<file path="src/rtl/uart_dbg_cmd_decoder.sv">
// Byte-serial debug command decoder: parses 'W'/'R' packets from the UART,
// runs one bus transfer per packet and returns ACK/NAK plus read data.
module uart_dbg_cmd_decoder #(
    parameter int unsigned TIMEOUT_CYCLES = 2_000_000,
    parameter logic [7:0]  ACK_BYTE       = 8'h06,
    parameter logic [7:0]  NAK_BYTE       = 8'h15
) (
    input  logic        clk,
    input  logic        n_rst,
    input  logic [7:0]  rx_byte,
    input  logic        rx_valid,
    input  logic        rx_err,
    input  logic        tx_busy,
    input  logic        tx_sent,
    output logic        tx_start,
    output logic [7:0]  tx_data,
    output logic        bus_req,
    output logic        bus_wen,
    output logic [31:0] bus_addr,
    output logic [31:0] bus_wdata,
    input  logic [31:0] bus_rdata,
    input  logic        bus_ack,
    input  logic        bus_err,
    output logic        busy
);

    localparam logic [7:0] OP_WRITE = 8'h57;
    localparam logic [7:0] OP_READ  = 8'h52;
    localparam int unsigned TMR_W   = (TIMEOUT_CYCLES > 1) ? $clog2(TIMEOUT_CYCLES + 1) : 1;
    localparam logic [TMR_W-1:0] TMR_LAST = TMR_W'(TIMEOUT_CYCLES - 1);

    typedef enum logic [2:0] {
        IDLE,
        GET_ADDR,
        GET_DATA,
        BUS,
        SEND,
        WAIT_SENT
    } state_t;

    state_t           state;
    state_t           state_nxt;
    logic [1:0]       byte_cnt;
    logic [TMR_W-1:0] timer;
    // Response bytes are left-aligned; the head byte always sits in [39:32].
    logic [39:0]      resp_q;
    logic [2:0]       resp_cnt;

    logic is_cmd;
    logic last_byte;
    logic timeout;
    logic bus_done;

    assign is_cmd    = (rx_byte == OP_WRITE) || (rx_byte == OP_READ);
    assign last_byte = (byte_cnt == 2'd3);
    assign timeout   = (timer == TMR_LAST);
    assign bus_done  = bus_req && bus_ack;
    assign tx_data   = resp_q[39:32];

    // NOTE: sequential state uses non-blocking assignments so every register
    // samples the pre-edge values of its neighbours, and the async reset
    // appears in the sensitivity list so outputs clear without a clock.
    always_ff @(posedge clk or negedge n_rst) begin
        if (!n_rst) begin
            state <= IDLE;
        end else begin
            state <= state_nxt;
        end
    end

    // NOTE: state_nxt gets a default before the case so no path leaves it
    // unassigned, which would otherwise infer a latch.
    always_comb begin
        state_nxt = state;
        case (state)
            IDLE: begin
                if (rx_valid) begin
                    state_nxt = is_cmd ? GET_ADDR : SEND;
                end
            end
            GET_ADDR: begin
                if (rx_err) begin
                    state_nxt = SEND;
                end else if (rx_valid) begin
                    if (last_byte) begin
                        state_nxt = bus_wen ? GET_DATA : BUS;
                    end
                end else if (timeout) begin
                    state_nxt = SEND;
                end
            end
            GET_DATA: begin
                if (rx_err) begin
                    state_nxt = SEND;
                end else if (rx_valid) begin
                    if (last_byte) begin
                        state_nxt = BUS;
                    end
                end else if (timeout) begin
                    state_nxt = SEND;
                end
            end
            BUS: begin
                if (bus_done) begin
                    state_nxt = SEND;
                end
            end
            SEND: begin
                if (!tx_busy) begin
                    state_nxt = WAIT_SENT;
                end
            end
            WAIT_SENT: begin
                if (tx_sent) begin
                    state_nxt = (resp_cnt > 3'd1) ? SEND : IDLE;
                end
            end
            default: state_nxt = IDLE;
        endcase
    end

    always_comb begin
        busy     = (state != IDLE);
        tx_start = (state == SEND) && !tx_busy;
    end

    // Packet assembly, bus handshake and response queue.
    always_ff @(posedge clk or negedge n_rst) begin
        if (!n_rst) begin
            bus_req   <= 1'b0;
            bus_wen   <= 1'b0;
            bus_addr  <= '0;
            bus_wdata <= '0;
            byte_cnt  <= '0;
            timer     <= '0;
            resp_q    <= '0;
            resp_cnt  <= '0;
        end else begin
            case (state)
                IDLE: begin
                    if (rx_valid) begin
                        if (is_cmd) begin
                            bus_wen  <= (rx_byte == OP_WRITE);
                            byte_cnt <= '0;
                            timer    <= '0;
                        end else begin
                            resp_q   <= {NAK_BYTE, 32'h0};
                            resp_cnt <= 3'd1;
                        end
                    end
                end
                GET_ADDR, GET_DATA: begin
                    if (rx_err) begin
                        resp_q   <= {NAK_BYTE, 32'h0};
                        resp_cnt <= 3'd1;
                    end else if (rx_valid) begin
                        if (state == GET_ADDR) begin
                            bus_addr <= {bus_addr[23:0], rx_byte};
                        end else begin
                            bus_wdata <= {bus_wdata[23:0], rx_byte};
                        end
                        // Wraps from 3 back to 0, ready for the next field.
                        byte_cnt <= byte_cnt + 2'd1;
                        timer    <= '0;
                    end else if (timeout) begin
                        resp_q   <= {NAK_BYTE, 32'h0};
                        resp_cnt <= 3'd1;
                    end else begin
                        timer <= timer + 1'b1;
                    end
                end
                BUS: begin
                    if (bus_done) begin
                        bus_req <= 1'b0;
                        if (bus_err) begin
                            resp_q   <= {NAK_BYTE, 32'h0};
                            resp_cnt <= 3'd1;
                        end else if (bus_wen) begin
                            resp_q   <= {ACK_BYTE, 32'h0};
                            resp_cnt <= 3'd1;
                        end else begin
                            resp_q   <= {ACK_BYTE, bus_rdata};
                            resp_cnt <= 3'd5;
                        end
                    end else begin
                        bus_req <= 1'b1;
                    end
                end
                WAIT_SENT: begin
                    if (tx_sent) begin
                        resp_q   <= {resp_q[31:0], 8'h00};
                        resp_cnt <= resp_cnt - 3'd1;
                    end
                end
                default: begin
                end
            endcase
        end
    end

endmodule

</file>
<file path="config.mk">
export PLATFORM = sky130hd
export DESIGN_NAME = uart_dbg_cmd_decoder
export DESIGN_NICKNAME = d
export VERILOG_FILES = /design/src/rtl/uart_dbg_cmd_decoder.sv
export SDC_FILE = /design/constraint.sdc
export NUM_CORES = 1
export LEC_CHECK = 0
export BUFFER_PORTS_ARGS = -buffer_cell sky130_fd_sc_hd__buf_4
export CORE_MARGIN = 4
export CORE_UTILIZATION = 53
export CTS_CLUSTER_DIAMETER = 50
export DETAILED_ROUTE_END_ITERATION = 16
export PLACE_DENSITY = 0.82
export SYNTH_ARGS = -nofsm -noshare
export SYNTH_HDL_FRONTEND = slang
export SYNTH_SLANG_ARGS = --single-unit
</file>
<file path="constraint.sdc">
create_clock -name clk -period 3.3 [get_ports clk]
set_input_delay 0.495 -clock clk [delete_from_list [all_inputs] [get_ports clk]]
set_output_delay 0.495 -clock clk [all_outputs]
set_load 0.02 [all_outputs]
</file>
# Word level (Yosys, flattened, before mapping)
# Index checks and enable logic that the tools add are counted.
dict set report totals {
  reg_bits 135
  in_bits 48
  output_inout_bits 76
  wordCells 100
}
dict set report op_classes {
  add_sub_neg 3
  magnitude_cmp 1
  eq_ne 22
  mux 47
  bitwise_logic 2
  n_reduce_logical 16
}
# operator n
set ops {}
lappend ops {{$mux W40} 7}
lappend ops {{$pmux W40 S4} 1}
lappend ops {{$mux W21} 5}
lappend ops {{$mux W3} 22}
lappend ops {{$pmux W21 S2} 1}
lappend ops {{$mux W37} 1}
lappend ops {{$mux W32} 1}
lappend ops {{$add A21 B1 Y21 const B} 1}
lappend ops {{$eq A21 B21 Y1 const B} 1}
lappend ops {{$pmux W3 S6} 1}
lappend ops {{$eq A8 B7 Y1 const B} 2}
lappend ops {{$ne A2 B2 Y1 const B} 8}
lappend ops {{$pmux W3 S4} 1}
lappend ops {{$reduce_and A5 Y1} 2}
lappend ops {{$ne A3 B3 Y1 const B} 3}
lappend ops {{$mux W2} 4}
lappend ops {{$ne A4 B4 Y1 const B} 2}
lappend ops {{$reduce_and A4 Y1} 2}
lappend ops {{$reduce_and A7 Y1} 1}
lappend ops {{$eq A3 B2 Y1 const B} 2}
lappend ops {{$eq A3 B3 Y1 const B} 2}
lappend ops {{$reduce_and A6 Y1} 1}
lappend ops {{$pmux W2 S2} 1}
lappend ops {{$reduce_bool A4 Y1} 1}
lappend ops {{other kinds (15)} 18}

# Depth between registers and ports, before layout
# Gate-level depths: netlist of the first run.
dict set report depth {
  word_depth 5
  ltp_mapped 9
  mapped_depth_nobuf 7
}

# Least setup slack after synthesis of the first run
# No wires, ideal clock.
dict set report synth_path {
  path_kind {reg2reg}
  startpoint {register timer[0]}
  endpoint {register resp_q[10]}
  setup_ns 0.125
  t_arrival_ns 2.527
  t_required_ns 3.175
  slack_ns 0.648
  path_stages_with_launch 10
  n_path_buf 2
  period_less_slack_ns 2.652
  path_cell_list {dfrtp_1 > ha_1 > and3_1 > and2_4 > a311o_1 > a222oi_1 > a21o_1 > buf_6 > buf_6 > mux2_4}
}
dict set report synth_between {
  elab_chain_cells 3
}
# item line_no
set synth_rtl {}
lappend synth_rtl {{start, declared} 44} ;# logic [TMR_W-1:0] timer;
lappend synth_rtl {{start signal, assigned} 169} ;# timer <= timer + 1'b1;
lappend synth_rtl {{$eq A21 B21 Y1} 56} ;# assign timeout = (timer == TMR_LAST);
lappend synth_rtl {{$ne A3 B3 Y1 (no source line)} --}
lappend synth_rtl {{$reduce_and A7 Y1 (no source line)} --}
lappend synth_rtl {{end signal, assigned} 147} ;# resp_q <= {NAK_BYTE, 32'h0};
lappend synth_rtl {{end signal, assigned} 154} ;# resp_q <= {NAK_BYTE, 32'h0};
lappend synth_rtl {{end signal, assigned} 166} ;# resp_q <= {NAK_BYTE, 32'h0};
lappend synth_rtl {{end, declared} 46} ;# logic [39:0] resp_q;
# No other way between the ends.
# A chain may end at the register's enable or synchronous reset.

# Worst setup path after layout of the first run
dict set report layout_path {
  startpoint {register timer[0]}
  endpoint {register resp_q[16]}
}
# Same word-level chain as after synthesis.

==> results.sh, run 1 <==
export IMPL_post_dp_cell_area_um2=7361
export IMPL_cap_viol_max_count=0
export IMPL_yosysWarnings=0
export IMPL_cts_root_buf="clkbuf_16"
export IMPL_r2r_start="timer[0]"
export IMPL_synth_net_count=584
export IMPL_fin_cells=809
export IMPL_arrival_ns=3.13
export IMPL_cts_hold_buf=0
export IMPL_final_antenna_net_count=0
export IMPL_peakVddDrop_v=0.0003629
export IMPL_power_leakage_nw=4.065
export IMPL_synth_seq_area_share=0.5348
export IMPL_drive_gt1_frac=0.3979
export IMPL_grt_max_degree=53
export IMPL_syn_inst=532
export IMPL_antenna_cells=0
export IMPL_holdWs_ns=0.1178
export IMPL_cts_max_level=4
export IMPL_synth_top_area_share=0.5348
export IMPL_fin_crit_sh=0.8571
export IMPL_setup_viol=0
export IMPL_gp_congestion=0.8917
export IMPL_io_pins=124
export IMPL_cp_start_kind="flip-flop"
export IMPL_fin_area_um2=7974
export IMPL_gr_total_overflow=0
export IMPL_port_buffers=123
export IMPL_path_class="flip-flop to flip-flop"
export IMPL_drt_first_pass_iters=5
export IMPL_antenna_found_initial=0
export IMPL_cp_required_ns=3.60
export IMPL_cts_resized=0
export IMPL_rsz0062_at_grt="no"
export IMPL_final_nets=705
export IMPL_ff2ff_path_depth=8
export IMPL_clock_sinks=135
export IMPL_rows=39
export IMPL_clk_pin_slew_ns=0.06
export IMPL_critPathSlowestCell="a222oi_1"
export IMPL_drtIter0Drc=419
export IMPL_fmax_ghz=0.3535
export IMPL_avgSynthCellArea_um2=11.87
export IMPL_slew_viol_final=0
export IMPL_async_flop_share=1.000
export IMPL_worstMarginPinSlew_ns=0.8316
export IMPL_slew_headroom=0.4456
export IMPL_synth_area_top_cells="dfrtp_1, mux2_2, mux2_4"
export IMPL_post_cts_buffers=0
export IMPL_area_delta_synth_final_pct=26.22
export IMPL_synth_area_um2=6317
export IMPL_outcome="complete, no violations"
export IMPL_final_setup_tns_ns=0
export IMPL_hold_viol_final=0
export IMPL_cts_tree="yes"
export IMPL_synth_cell_types=59
export IMPL_path_cells="ha_1 > and3_1 > and2_4 > a311o_1 > a222oi_1 > a21o_2 > buf_4 > mux2_4"
export IMPL_path_max_fanout=10
export IMPL_grt_usage=0.2368
export IMPL_placed_cells=777
export IMPL_post_route_min_period_ns=2.829
export IMPL_max_stage_delay_ns=0.43
export IMPL_die_height_um=117.2
export IMPL_r2r_end="resp_q[16]"
export IMPL_yosys_most_used_dff="dfrtp_1"
export IMPL_die_w_um=117.2
export IMPL_viasPerCell=5.822
export IMPL_ys_top_cells_by_count="dfrtp_1, mux2_2, nand2_1"
export IMPL_wire_per_inst_um=18.93
export IMPL_core_area_um2=11560
export IMPL_die_area_um2=13730
export IMPL_grt_pass1_vias=4958
export IMPL_hpwl_um=10720
export IMPL_hold_class="primary input to asynchronous set/reset pin"
export IMPL_synth_edf_count=0
export IMPL_cts_buffers=17
export IMPL_r2r_setup_slack_ns=0.47
export IMPL_ys_seq_elements=135
export IMPL_start_util=0.5463
export IMPL_fin_worst_skew_ns=0.008287
export IMPL_synth_most_common_cell="dfrtp_1"
export IMPL_worstSkewPairLatency_ns=0.42
export IMPL_drc_errors=0
export IMPL_grt_pass1_wl_um=24940
export IMPL_cts_buffer_depth=2
export IMPL_drt_total_wl_um=15320
export IMPL_vias=4710
export IMPL_endpoint_kind="flip-flop"
export IMPL_p_per_area_nw_per_um2=789.0
export IMPL_yosysTopAreaCell="dfrtp_1"
worst max-delay path by stage:
stage,from,end,slack [ns]
after floorplan,timer[0],resp_q[10],0.65
after global placement,rx_byte[3],timer[12],0.37
after detailed placement,rx_byte[3],timer[12],0.38
after CTS,timer[0],resp_q[16],0.47
after global routing,timer[0],resp_q[16],0.32
final,timer[0],resp_q[16],0.47
worst max-delay path, delay by kind of cell, from the launching register on:
kind | cells | cell delay, ns
multiplexers | 1 | 0.32
adder cells (fa/ha/maj) | 1 | 0.24
flip-flops | 1 | 0.41
AND/OR/NAND/NOR | 2 | 0.42
AO/OA/AOI/OAI | 3 | 1.04
buffers and inverters | 1 | 0.27
through the flow:
stage	total power [W]	utilization	setup WS (ns)
3_3_place_gp	0.004265	0.6365	0.3716
3_5_place_dp	0.004347	0.6365	0.3752
4_1_cts	0.006314	0.6895	0.4749
5_1_grt	0.006586	0.6895	0.3207
6_report	0.006292	0.6895	0.4714
2_1_floorplan	0.003588	-	0.6475
cell usage in the layout, fill, tap and decap left out, drive strengths merged, types with 3 or more instances in the layout:
cell	synthesis	layout
inv	15	17
nor4	4	4
buf	19	136
nand4	3	3
ha	4	4
and2	3	3
nor2b	5	5
and3	8	8
clkinv	0	5
a22o	21	21
mux2i	10	10
nand2b	5	5
clkinvlp	0	4
a21oi	12	12
nand3	12	12
clkbuf	15	18
bufinv	0	3
a21o	4	4
o31ai	3	3
xor2	12	12
mux2	90	90
a31oi	5	5
a31o	3	3
nand2	45	45
dfrtp	135	135
nor2	34	34
o21ai	27	27
o211ai	6	6
sequential cells by signal (all words and copies together) (netlist names), 2 cells and up:
register / count
resp_q: 40
bus_addr: 32
bus_wdata: 32
timer: 21
resp_cnt: 3
state: 3
byte_cnt: 2
cell type report:
cell class / instances / area (um^2)
Fill cell: 817 / 3591
Sequential cell: 135 / 3378
Multi-Input combinational cell: 348 / 2701
Timing Repair Buffer: 136 / 1046
Clock buffer: 18 / 439.2
Tap cell: 143 / 178.9
Clock inverter: 14 / 173.9
Inverter: 15 / 56.30
cells by family (layout without fill, tap and decap cells):
family / count (synthesis) / after routing / share of synthesized area
flops: 135 / 135 / 0.5348
simple gates: 130 / 130 / 0.1014
compound gates: 101 / 101 / 0.1121
mux: 100 / 100 / 0.1876
buf+inv: 49 / 183 / 0.03822
xor+xnor: 13 / 13 / 0.01802
fa+ha+maj: 4 / 4 / 0.007923
metal layers:
metal / GRT usage / vias to the layer above / part of all wire
met5: 0 / - / 0
met4: 0.1109 / 0 / 0.027
met3: 0.05656 / 35 / 0.066
met2: 0.3914 / 198 / 0.50
met1: 0.2943 / 2334 / 0.41
li1: - / 2143 / -
where the power goes:
group	switching [W]	total, W	internal (W)
Sequential	0.000301	0.00230	0.00200
Clock	0.000736	0.00195	0.00121
Combinational	0.00114	0.00205	0.000902
Note: power is estimated with default switching activity, not from simulation.
==> inputs of run 2 (changes only) <==
- BUFFER_PORTS_ARGS: -buffer_cell sky130_fd_sc_hd__buf_4 -> -buffer_cell sky130_fd_sc_hd__buf_2
==> run 2 against run 1 <==
Sequential cell count unchanged. Non-clock buffer count down 2. Fmax up 0.92%. Clock power up 7%. Clock skew down 0.0019 ns. Worst setup slack better by 0.026 ns. Register-to-register slack better by 0.03 ns. Worst hold slack worse by 0.027 ns. Critical path type unchanged. Critical endpoint is now resp_q[21]. Largest power group unchanged. Highest routed layer unchanged.
==> results.sh, run 2 (same netlist as run 1, synthesis figures left out) <==
export IMPL_reg_top3="resp_q (40), bus_addr (32), bus_wdata (32)"
export IMPL_drive_gt1_frac=0.3961
export IMPL_die_area_um2=13730
export IMPL_cts_root_buf="clkbuf_16"
export IMPL_seq_power_share=0.366
export IMPL_critPathSlowestCell="a222oi_1"
export IMPL_antenna_found_initial=0
export IMPL_cts_buffers=17
export IMPL_setup_viol=0
export IMPL_fmax_ghz=0.3568
export IMPL_post_route_min_period_ns=2.803
export IMPL_multi_input_area_um2=2701
export IMPL_regArea_um2=3378
export IMPL_rows=39
export IMPL_final_antenna_net_count=0
export IMPL_pwr_share_comb=0.300
export IMPL_final_nets=703
export IMPL_clock_sinks=135
export IMPL_die_height_um=117.2
export IMPL_wire_per_inst_um=18.75
export IMPL_drt_first_pass_iters=5
export IMPL_cts_tree="yes"
export IMPL_area_delta_synth_final_pct=21.81
export IMPL_r2r_start="timer[0]"
export IMPL_layout_common_cells="dfrtp_1, buf_2, mux2_2"
export IMPL_largest_reg_flops=40
export IMPL_critPathBufInv=1
export IMPL_gr_total_overflow=0
export IMPL_io_pins=124
export IMPL_fin_worst_skew_ns=0.006430
export IMPL_worstSkewPairLatency_ns=0.42
export IMPL_cts_resized=0
export IMPL_clk_pin_slew_ns=0.05
export IMPL_fill_cells=835
export IMPL_hpwl_um=10240
export IMPL_switching_share=0.3421
export IMPL_drt_total_wl_um=15130
export IMPL_peakVddDrop_v=0.0004405
export IMPL_drtIter0Drc=372
export IMPL_endpoint_kind="flip-flop"
export IMPL_cap_viol_max_count=0
export IMPL_fin_crit_sh=0.8494
export IMPL_worstMarginPinSlew_ns=0.8258
export IMPL_grt_max_degree=66
export IMPL_die_w_um=117.2
export IMPL_hold_class="primary input to asynchronous set/reset pin"
export IMPL_slew_headroom=0.4495
export IMPL_viasPerCell=5.757
export IMPL_grt_pass1_wl_um=24910
export IMPL_p_per_area_nw_per_um2=812.3
export IMPL_port_buffers=123
export IMPL_holdWs_ns=0.09096
export IMPL_r2r_setup_slack_ns=0.50
export IMPL_core_area_um2=11560
export IMPL_path_max_fanout=36
export IMPL_crit_family="compound AO/OA/AOI/OAI gates"
export IMPL_r2r_end="resp_q[21]"
export IMPL_hold_viol_final=0
export IMPL_ff2ff_path_depth=8
export IMPL_outcome="complete, no violations"
export IMPL_cp_required_ns=3.60
export IMPL_start_util=0.5463
export IMPL_cts_hold_buf=0
export IMPL_path_cells="ha_1 > and3_1 > and2_4 > a311o_1 > a222oi_1 > a21o_2 > buf_12 > mux2_2"
export IMPL_post_cts_buffers=0
export IMPL_path_class="flip-flop to flip-flop"
export IMPL_internal_power_w=0.004113
export IMPL_vias=4646
export IMPL_slew_viol_final=0
export IMPL_cp_start_kind="flip-flop"
export IMPL_final_common_cell="dfrtp_1"
export IMPL_drc_errors=0
export IMPL_grt_usage=0.2375
export IMPL_grt_pass1_vias=4902
export IMPL_gp_congestion=0.8612
export IMPL_cts_buffer_depth=2
export IMPL_power_leakage_nw=4.030
export IMPL_antenna_cells=0
export IMPL_cts_max_level=4
export IMPL_arrival_ns=3.10
export IMPL_rsz0062_at_grt="no"
export IMPL_p_sw_w=0.002138
export IMPL_final_setup_tns_ns=0
export IMPL_clkPwrFrac=0.334
export IMPL_max_stage_delay_ns=0.49
export IMPL_top_register="resp_q"
==> run 2: layout make-up <==
class                      count  share of cell area
clock buffer                  19             0.05886
sequential                   135              0.4390
inverter                      15            0.007317
timing repair buffer         134             0.09431
multi-input combinational    348              0.3511
tap                          143             0.02325
clock inverter                13             0.02618
==> run 2: power groups by stage <==
stage / logic, W / clock network, W / registers (W)
floorplan: 0.00111 / 0 / 0.00247
global placement: 0.00181 / 0 / 0.00227
detailed placement: 0.00186 / 0 / 0.00230
finish: 0.00187 / 0.00209 / 0.00229
CTS: 0.00188 / 0.00212 / 0.00228
global route: 0.00203 / 0.00220 / 0.00233
==> run 2: per-stage QoR <==
stage	total power (W)	area (um^2)	util	setup WS (ns)	std cells
5_1_grt	0.006558	7695	0.6654	0.3979	807
4_1_cts	0.006284	7695	0.6654	0.5442	807
3_5_place_dp	0.004157	7041	0.6088	0.4680	775
3_3_place_gp	0.004083	7041	0.6088	0.4752	775
6_report	0.006251	7695	0.6654	0.4971	807
2_1_floorplan	0.003588	6317	-	0.6475	532
==> run 2: worst max path at each step <==
stage | end | cells past startpoint | startpoint
after floorplan | resp_q[10] | 9 | timer[0]
after global placement | timer[12] | 7 | rx_byte[3]
after detailed placement | timer[12] | 7 | rx_byte[3]
after CTS | resp_q[21] | 8 | timer[0]
after global routing | timer[6] | 5 | state[0]
final | resp_q[21] | 8 | timer[0]
==> run 2: per-layer routing <==
metal  vias to the layer above  wire, um  track usage
li1                       2138         -            -
met4                         0       324      0.09709
met5                         -         0            0
met2                       166      7699       0.3974
met3                        27       859      0.06272
met1                      2315      6251       0.2928
==> inputs of run 3 (changes only) <==
- CORE_UTILIZATION: 53 -> 50
- PLACE_DENSITY: 0.82 -> 0.81
- clock period: 3.3 -> 2.4 ns (I/O delays scaled with it)
==> run 3 against run 2 <==
The flow now finishes with violations (setup timing). Sequential power increased by 35%. Worst hold slack got worse by 0.037 ns. Wire length increased by 3.8%. Global-route usage decreased by 1.3 points. Register-to-register slack got worse by 0.58 ns. First-iteration DRC count increased by 27%. Core utilization decreased by 0.061 points. Largest cell class unchanged. Worst setup slack got worse by 0.58 ns.
==> results.sh, run 3 (same netlist as run 1, synthesis figures left out) <==
export IMPL_drtIter0Drc=471
export IMPL_setup_viol=29
export IMPL_place_ws_ns=-0.2097
export IMPL_hold_class="primary input to asynchronous set/reset pin"
export IMPL_fin_area_um2=8118
export IMPL_rows=40
export IMPL_die_height_um=120.4
export IMPL_port_buffers=123
export IMPL_area_delta_synth_final_pct=28.50
export IMPL_cp_start_kind="flip-flop"
export IMPL_final_nets=749
export IMPL_final_antenna_net_count=0
export IMPL_reg_top3="resp_q (40), bus_addr (32), bus_wdata (32)"
export IMPL_endpoint_kind="flip-flop"
export IMPL_finalPower_w=0.008757
export IMPL_rsz0062_at_grt="yes"
export IMPL_grt_max_degree=136
export IMPL_fill_cells=906
export IMPL_antenna_cells=0
export IMPL_grt_pass1_vias=5092
export IMPL_worstMarginPinSlew_ns=0.7901
export IMPL_grt_usage=0.2242
export IMPL_clock_sinks=135
export IMPL_post_dp_cell_area_um2=7375
export IMPL_cts_buffers=17
export IMPL_cts_tree="yes"
export IMPL_hpwl_um=10620
export IMPL_core_area_um2=12210
export IMPL_peakVddDrop_v=0.0005943
export IMPL_finalCoreUtilization=0.6648
export IMPL_cp_required_ns=2.71
export IMPL_drt_first_pass_iters=5
export IMPL_wire_per_inst_um=17.90
export IMPL_viasPerCell=5.555
export IMPL_hold_viol_final=0
export IMPL_regArea_um2=3378
export IMPL_worst_slack_ns=-0.07818
export IMPL_cts_buffer_depth=2
export IMPL_cap_viol_max_count=0
export IMPL_layout_common_cells="dfrtp_1, buf_2, mux2_2"
export IMPL_outcome="finished, violations left"
export IMPL_fin_worst_skew_ns=0.008961
export IMPL_grt_pass1_wl_um=25630
export IMPL_violations="setup timing"
export IMPL_start_util=0.5173
export IMPL_worstSkewPairLatency_ns=0.43
export IMPL_cts_root_buf="clkbuf_16"
export IMPL_clk_pin_slew_ns=0.06
export IMPL_drive_gt1_frac=0.4380
export IMPL_die_area_um2=14500
export IMPL_fmax_ghz=0.4035
export IMPL_arrival_ns=2.78
export IMPL_top_register="resp_q"
export IMPL_multi_input_area_um2=2738
export IMPL_path_class="flip-flop to flip-flop"
export IMPL_drc_errors=0
export IMPL_p_per_area_nw_per_um2=1079
export IMPL_post_route_min_period_ns=2.478
export IMPL_io_pins=124
export IMPL_cts_hold_buf=0
export IMPL_slew_viol_final=0
export IMPL_path_max_fanout=7
export IMPL_vias=4877
export IMPL_gp_congestion=0.9246
export IMPL_power_leakage_nw=4.286
export IMPL_final_common_cell="dfrtp_1"
export IMPL_gr_total_overflow=0
export IMPL_die_w_um=120.4
export IMPL_largest_reg_flops=40
export IMPL_antenna_found_initial=0
export IMPL_final_setup_tns_ns=-1.506
export IMPL_cts_max_level=4
export IMPL_fin_crit_sh=1.033
export IMPL_slew_headroom=0.4733
export IMPL_drt_total_wl_um=15720
[run 3: layer usage]
layer | track usage | up-vias | wire length, um
met5 | 0 | - | 0
met4 | 0.09207 | 0 | 412
met3 | 0.05847 | 44 | 977
met2 | 0.3751 | 203 | 8009
met1 | 0.2770 | 2392 | 6315
li1 | - | 2238 | -
[run 3: worst max-delay path: stages (launching register included)]
cell and delay (ns):
dfrtp_1 0.39, ha_2 0.19, and3_4 0.18, and2_4 0.14
a311o_1 0.31, a222oi_1 0.32, buf_4 0.18, a21o_4 0.17
clkbuf_16 0.18, mux2_4 0.29
[run 3: area by class of cell]
cell class | count | share of cell area
clock inverter | 15 | 0.02081
tap | 168 | 0.02589
inverter | 15 | 0.006936
sequential | 135 | 0.4162
multi-input combinational | 348 | 0.3372
timing repair buffer | 180 | 0.1406
clock buffer | 17 | 0.05240
[run 3: stage by stage]
step                      hold slack, ns  cells
after detailed placement          0.4757    836
final                            0.05358    878
after floorplan                  0.06441    532
after global placement            0.4613    836
after global routing              0.1196    878
after CTS                        0.09185    874
[run 3: timing repair]
action	in CTS	in global routing
setup endpoints to repair	32	36
resized for setup	9	1
pin swaps	1	2
setup buffers	5	5
cloned	1	1
[run 3: final timing paths]
kind                              startpoint            to  slack (ns)  depth (start not counted)
worst max-delay path                timer[1]    resp_q[25]       -0.08                          9
worst min-delay path                   n_rst  bus_addr[24]        0.05                          2
worst max register to register      timer[1]    resp_q[25]       -0.08                          9
worst min register to register   byte_cnt[0]   byte_cnt[0]        0.48                          1
max in group asynchronous              n_rst   byte_cnt[1]        1.84                          2
min in group clk                bus_rdata[6]     resp_q[6]        0.18                          3
[run 3: power breakdown]
group,switching [W],internal (W)
logic,0.00170,0.00134
registers,0.000350,0.00275
clock network,0.00107,0.00155
total,0.00312,0.00564
